<file path="src/rtl/otter_cu_fsm.sv">
`default_nettype none
// ============================================================================
// Module   : otter_cu_fsm
// Brief    : OTTER multi-cycle control sequencer (fetch / exec / load WB),
//            with optional between-instruction interrupt entry, enabled by
//            defining OTTER_CU_FSM_INT_EN.
// Revision : 1.0 - initial release
// ============================================================================
module otter_cu_fsm (
  input  logic       CLK,
  input  logic       RST_N,
  input  logic [6:0] CU_OPCODE,
  input  logic [2:0] CU_FUNC3,
  input  logic       INTR,
  input  logic       CSR_MIE,
  input  logic       MEM_RDY,
  output logic       PC_WRITE,
  output logic       REG_WRITE,
  output logic       MEM_RDEN1,
  output logic       MEM_RDEN2,
  output logic       MEM_WE2,
  output logic       CSR_WE,
  output logic       INT_TAKEN,
  output logic       MRET_EXEC,
  output logic       RST_OUT,
  output logic [2:0] CU_STATE
);

  typedef enum logic [2:0] {
    ST_INIT      = 3'd0,
    ST_FETCH     = 3'd1,
    ST_EXEC      = 3'd2,
    ST_WB        = 3'd3,
    ST_INTERRUPT = 3'd4
  } state_t;

  localparam logic [6:0] c_OP_LUI    = 7'b0110111;
  localparam logic [6:0] c_OP_AUIPC  = 7'b0010111;
  localparam logic [6:0] c_OP_OP     = 7'b0110011;
  localparam logic [6:0] c_OP_IMM    = 7'b0010011;
  localparam logic [6:0] c_OP_JAL    = 7'b1101111;
  localparam logic [6:0] c_OP_JALR   = 7'b1100111;
  localparam logic [6:0] c_OP_BRANCH = 7'b1100011;
  localparam logic [6:0] c_OP_LOAD   = 7'b0000011;
  localparam logic [6:0] c_OP_STORE  = 7'b0100011;
  localparam logic [6:0] c_OP_SYSTEM = 7'b1110011;

  state_t r_state;
  state_t w_next;
  logic   w_done;
  logic   w_int_req;

`ifdef OTTER_CU_FSM_INT_EN
  assign w_int_req = INTR & CSR_MIE;
`else
  logic w_unused_int;
  assign w_unused_int = INTR | CSR_MIE;
  assign w_int_req    = 1'b0;
`endif

  always_ff @(posedge CLK or negedge RST_N) begin
    if (!RST_N) r_state <= ST_INIT;
    else        r_state <= w_next;
  end

  always_comb begin
    PC_WRITE  = 1'b0;
    REG_WRITE = 1'b0;
    MEM_RDEN1 = 1'b0;
    MEM_RDEN2 = 1'b0;
    MEM_WE2   = 1'b0;
    CSR_WE    = 1'b0;
    INT_TAKEN = 1'b0;
    MRET_EXEC = 1'b0;
    RST_OUT   = 1'b0;
    w_done    = 1'b0;
    w_next    = ST_INIT;

    case (r_state)
      ST_INIT: begin
        RST_OUT = 1'b1;
        w_next  = ST_FETCH;
      end
      ST_FETCH: begin
        MEM_RDEN1 = 1'b1;
        w_next    = ST_EXEC;
      end
      ST_EXEC: begin
        case (CU_OPCODE)
          c_OP_LUI, c_OP_AUIPC, c_OP_OP, c_OP_IMM, c_OP_JAL, c_OP_JALR: begin
            PC_WRITE  = 1'b1;
            REG_WRITE = 1'b1;
            w_done    = 1'b1;
          end
          c_OP_LOAD: begin
            MEM_RDEN2 = 1'b1;
            PC_WRITE  = 1'b1;
            w_next    = ST_WB;
          end
          // Write enable is held through the whole stall; PC only moves on ready.
          c_OP_STORE: begin
            MEM_WE2  = 1'b1;
            PC_WRITE = MEM_RDY;
            w_done   = MEM_RDY;
            w_next   = ST_EXEC;
          end
          c_OP_SYSTEM: begin
            PC_WRITE = 1'b1;
            w_done   = 1'b1;
            if (CU_FUNC3 == 3'b000) begin
              MRET_EXEC = 1'b1;
            end else begin
              REG_WRITE = 1'b1;
              CSR_WE    = 1'b1;
            end
          end
          default: begin
            PC_WRITE = 1'b1;
            w_done   = 1'b1;
          end
        endcase
      end
      ST_WB: begin
        REG_WRITE = MEM_RDY;
        w_done    = MEM_RDY;
        w_next    = ST_WB;
      end
      ST_INTERRUPT: begin
`ifdef OTTER_CU_FSM_INT_EN
        INT_TAKEN = 1'b1;
`endif
        PC_WRITE  = 1'b1;
        w_next    = ST_FETCH;
      end
      default: w_next = ST_INIT;
    endcase

    // Instruction boundary: the only place an interrupt can be taken.
    if (w_done) w_next = w_int_req ? ST_INTERRUPT : ST_FETCH;
  end

  assign CU_STATE = r_state;

endmodule
`default_nettype wire

</file>
<file path="config.mk">
export PLATFORM = sky130hd
export DESIGN_NAME = otter_cu_fsm
export DESIGN_NICKNAME = d
export VERILOG_FILES = /design/src/rtl/otter_cu_fsm.sv
export SDC_FILE = /design/constraint.sdc
export NUM_CORES = 1
export LEC_CHECK = 0
export BUFFER_PORTS_ARGS = -buffer_cell sky130_fd_sc_hd__buf_2
export CAP_MARGIN = 20
export CORE_AREA = 2 2 39 41
export DETAILED_ROUTE_END_ITERATION = 10
export DIE_AREA = 0 0 41 43
export GPL_TIMING_DRIVEN = 1
export RECOVER_POWER = 25
export REMOVE_ABC_BUFFERS = 1
export SYNTH_ARGS = -nofsm -noshare
export SYNTH_HDL_FRONTEND = slang
export SYNTH_SLANG_ARGS = --single-unit
export TNS_END_PERCENT = 30
</file>
<file path="constraint.sdc">
create_clock -name CLK -period 2 [get_ports CLK]
set_clock_uncertainty 0.2 [all_clocks]
set_input_delay 0.1 -clock CLK [delete_from_list [all_inputs] [get_ports CLK]]
set_output_delay 0.1 -clock CLK [all_outputs]
set_load 0.005 [all_outputs]
</file>
# After elaboration in Yosys (flattened, before gate mapping)
# Index checks and enable logic that the tools add are counted.
[totals] reg_bits=3 input_bits=15 out_inout_bits=12 word_cells=39
[op_classes] eq_ne=13 mux=21 reduce_logical=4
[op_table] operator="equality test 7 x 6 -> 1 bit, second input constant" count=3
[op_table] operator="equality test 7 bit, second input constant" count=3
[op_table] operator="equality test 7 x 5 -> 1 bit, second input constant" count=2
[op_table] operator="2-to-1 mux 1 bit" count=13
[op_table] operator="one-hot mux 1 bit (2 select lines)" count=5
[op_table] operator="one-hot mux 2 bit (4 select lines)" count=1
[op_table] operator="equality test 7 x 2 -> 1 bit, second input constant" count=1
[op_table] operator="equality test 3 x 2 -> 1 bit, second input constant" count=2
[op_table] operator="logical NOT 3 bit" count=2
[op_table] operator="OR reduction 6 bit" count=1
[op_table] operator="one-hot mux 2 bit (2 select lines)" count=1
[op_table] operator="equality test 3 x 1 -> 1 bit, second input constant" count=1
[op_table] operator="equality test 3 bit, second input constant" count=1
[op_table] operator="2-to-1 mux 3 bit" count=1
[op_table] operator="OR reduction 2 bit" count=1

# Depth between registers and ports, before layout
[depth] depth_word=4 ltp_mapped=5 ltp_nobuf=5

# Worst setup path after synthesis
# Ideal clock, no wire load.
[synth_timing] path_kind="reg-to-output" from="register r_state[0], in the netlist CU_STATE[0]" to="output port REG_WRITE" arrival_ns=1.393 required_time_ns=1.700 slack_ns=0.307 path_stages_with_launch=6 path_buffers=0 path_cell_list="dfrtp_1 > inv_1 > ha_1 > nand2_1 > or3_4 > o211ai_1"
[synth_via] elab_chain_len=2 word_cells_on_any_way=3 cone_classes="eq/ne: 2; mux: 1"
[synth_rtl] item="from (decl)" line="48" text="state_t r_state;"
[synth_rtl] item="from (signal assigned)" line="63" text="else r_state <= w_next;"
[synth_rtl] item="equality test 3 x 2 -> 1 bit" line="79" text="case (r_state)"
[synth_rtl] item="one-hot mux 1 bit (2 select lines) *" line="79"
[synth_rtl] item="to (decl)" line="18" text="output logic REG_WRITE,"
# Every way passes the cells marked *; elsewhere a longest branch is shown, timed or not.

# Worst setup path in the final report
# Same ends and word-level chain as after synthesis.

==> flow_summary.ini <==
[outcome]
outcome = complete, no violations

[yosys]
ys_types = 21
synth_area_per_cell_um2 = 9.09
post-synth-top-count-cell = sky130_fd_sc_hd__ha_1
post_synth_inst_count = 34
ys_warn_count = 0
synth_top_flop_cell = sky130_fd_sc_hd__dfrtp_1
netlist.top_cell.by_area = sky130_fd_sc_hd__dfrtp_1
synth_commonest_cells = 4 x sky130_fd_sc_hd__ha_1, 3 x sky130_fd_sc_hd__nand2_1
yosys-top-cells-area = sky130_fd_sc_hd__dfrtp_1 16%, sky130_fd_sc_hd__ha_1 16%, sky130_fd_sc_hd__nand4bb_4 8.9%
synth-seq-cells = 2
ys_seq_area_share_pct = 16.2
synthArstFlopShare_pct = 100
area_of_the_mapped_netlist_um2 = 309
synth_top_area_share_pct = 16.2
post_synth_edffs = 0

[worst_setup_path]
crit_required_ns = 1.70
critical_path_s_slowest_cell = sky130_fd_sc_hd__dfrtp_1
reg2reg_depth = 4
worstSetupStartpointType = flip-flop
critPathMaxStageDelay_ns = 0.38
timing.critical_path.cells = inv_2 -> ha_2 -> nand2_1 -> or3_4 -> o211ai_1 -> buf_2
critical_path_class = flip-flop to output pin
worst_ep_arrival_time_ns = 1.58
critical_path.max_fanout = 3
worstSetupEndpointType = output pin

[detailed_routing]
antenna_left = 0
dr_wl_met3_um = 48
remaining_drc_errors = 0
vias_per_cell = 4.44
met2RoutedLength_um = 390
first_iter_violations = 0
met1_wl_um = 397
via_count = 351
firstDrtPassIters = 1
routed_wirelength_um = 836
maxUsedRoutingLayer = met3
drt-wirelength-per-cell_um = 10.6

[floorplan]
die_width_um = 41
fp.dieH_um = 43
core_region_area_um2 = 1380
design.die.area_um2 = 1760
pin_count = 27
placementRows = 14
initial_core_util_pct = 22.3

[global_routing]
grt_start_max_net_pins = 7
grt_pass1_vias = 353
global_route_total_overflow = 0
grt_antenna_before_repair = 0
grt_first_pass_wirelength_um = 1320
grt_use_total_pct = 10.9

[finish]
syn2layout_area_growth_pct = 60.7
drive_gt1_share_pct = 52.4
final_nets = 84
num-fill-cells = 158
multi_input_comb_area_um2 = 243
post_layout_nonfiller_instances = 79
antenna_cells = 0
max_ffs_per_register = 2
seq_area_um2 = 50.0

[placed_design]
placedCellCount = 72
place_worst_setup_slack_ns = 0.257
place_hpwl_um = 652
finalWeightedCongestion = 0.739
io_buffers = 22

[sta]
timing.setup.tns_ns = 0
layout_min_cycle_time_ns = 1.88
hold_violations = 0
rsz0062_at_grt = no
layout_worst_path_cycle_share_pct = 94.0
setup_viol = 0
final_critical_path_setup_slack_ns = 0.120
max_freq_mhz = 532
report.final.slew_viol_count = 0

[power]
maximum_vdd_drop_v = 0.000227
leakage_nw = 0.247
power_density_cells_nw_per_um2 = 918
total_power_mw = 0.456

[worst_hold_path]
hold_class = primary input to flip-flop
whs_path_depth = 3

[cts]
cts_tree = done
insertion_delay_ns = 0.23
worst_setup_hold_path_clk_slew_ns = 0.03
clock_tree_sinks = 2
cts_max_level = 1
clock_tree.root_cell = sky130_fd_sc_hd__clkbuf_4
ctsLongestPathBuffers = 2
cts_buffer_count = 3

[job]
max-cap-violations = 0
-- where the power goes --
part           internal, mW  leakage [nW]  total (mW)  switching [mW]
registers            0.0632        0.0230      0.0825          0.0193
clock network        0.0663        0.0138      0.0908          0.0245
logic                 0.144         0.210       0.283           0.139
-- final timing paths --
kind                               end    startpoint  slack (ns)
max reg2reg                CU_STATE[1]   CU_STATE[0]        0.56
max                          REG_WRITE   CU_STATE[0]        0.12
min in group asynchronous  CU_STATE[0]         RST_N        0.53
min                        CU_STATE[1]  CU_OPCODE[4]        0.04
min reg2reg                CU_STATE[0]   CU_STATE[0]        0.51
max in group asynchronous  CU_STATE[1]         RST_N        0.94
-- per-stage QoR --
| step | hold slack (ns) | instance area (um2) | utilization [%] |
|---|---|---|---|
| 5_1_grt | 0.0515 | 497 | 35.9 |
| 3_3_place_gp | -0.315 | 435 | 31.5 |
| 4_1_cts | 0.0174 | 495 | 35.8 |
| 3_5_place_dp | -0.313 | 435 | 31.5 |
| 2_1_floorplan | -0.396 | 298 | - |
| 6_report | 0.0359 | 497 | 35.9 |
-- area by class of cell --
| type | instances | share of cell area, % |
|---|---|---|
| multi-input cells | 29 | 48.9 |
| repair buffers | 27 | 31.0 |
| flip-flops and latches | 2 | 10.1 |
| clock buffers | 3 | 4.53 |
| well taps | 16 | 4.03 |
| inverters | 2 | 1.51 |
-- cells by family after synthesis --
family                   Yosys count  synth area share, %
AND/OR/NAND/NOR                   18                 45.8
AO/OA/AOI/OAI                      5                 13.4
buffers and inverters              4                 7.29
adder cells (fa/ha/maj)            4                 16.2
flip-flops                         2                 16.2
other                              1                 1.21
-- worst max-delay path: cells and delay by family (launching register included) --
family	cells	cell delay, ns
flops	1	0.38
compound gates	1	0.15
simple gates	2	0.44
buf+inv	2	0.21
fa+ha+maj	1	0.17
-- what timing repair did --
| item | CTS | global route |
|---|---|---|
| pin swaps | 0 | 1 |
| endpoints found under the setup margin | 1 | 2 |
| setup buffers | 1 | 0 |
| gates resized for setup | 0 | 2 |
| hold buffers | 3 | 0 |
| endpoints found under the hold margin | 3 | 0 |
-- layout by cell type, fill, tap and decap left out, types with 2 or more instances in the layout --
cell type / n
sky130_fd_sc_hd__dfrtp_1: 2
sky130_fd_sc_hd__nor3b_1: 2
sky130_fd_sc_hd__ha_1: 3
sky130_fd_sc_hd__nand2_1: 3
sky130_fd_sc_hd__nand2b_1: 2
sky130_fd_sc_hd__dlygate4sd3_1: 3
sky130_fd_sc_hd__conb_1: 2
sky130_fd_sc_hd__or3_4: 2
sky130_fd_sc_hd__nor2_1: 2
sky130_fd_sc_hd__buf_4: 2
sky130_fd_sc_hd__buf_2: 21
sky130_fd_sc_hd__clkbuf_4: 3
sky130_fd_sc_hd__nor3_1: 2
-- routing by layer --
metal  up-vias  track usage (%)
met2        13             16.3
li1        181                -
met4         0             6.00
met1       157             13.4
met3         0             3.14
met5         -                0
Power figures use the tool's default switching activity.
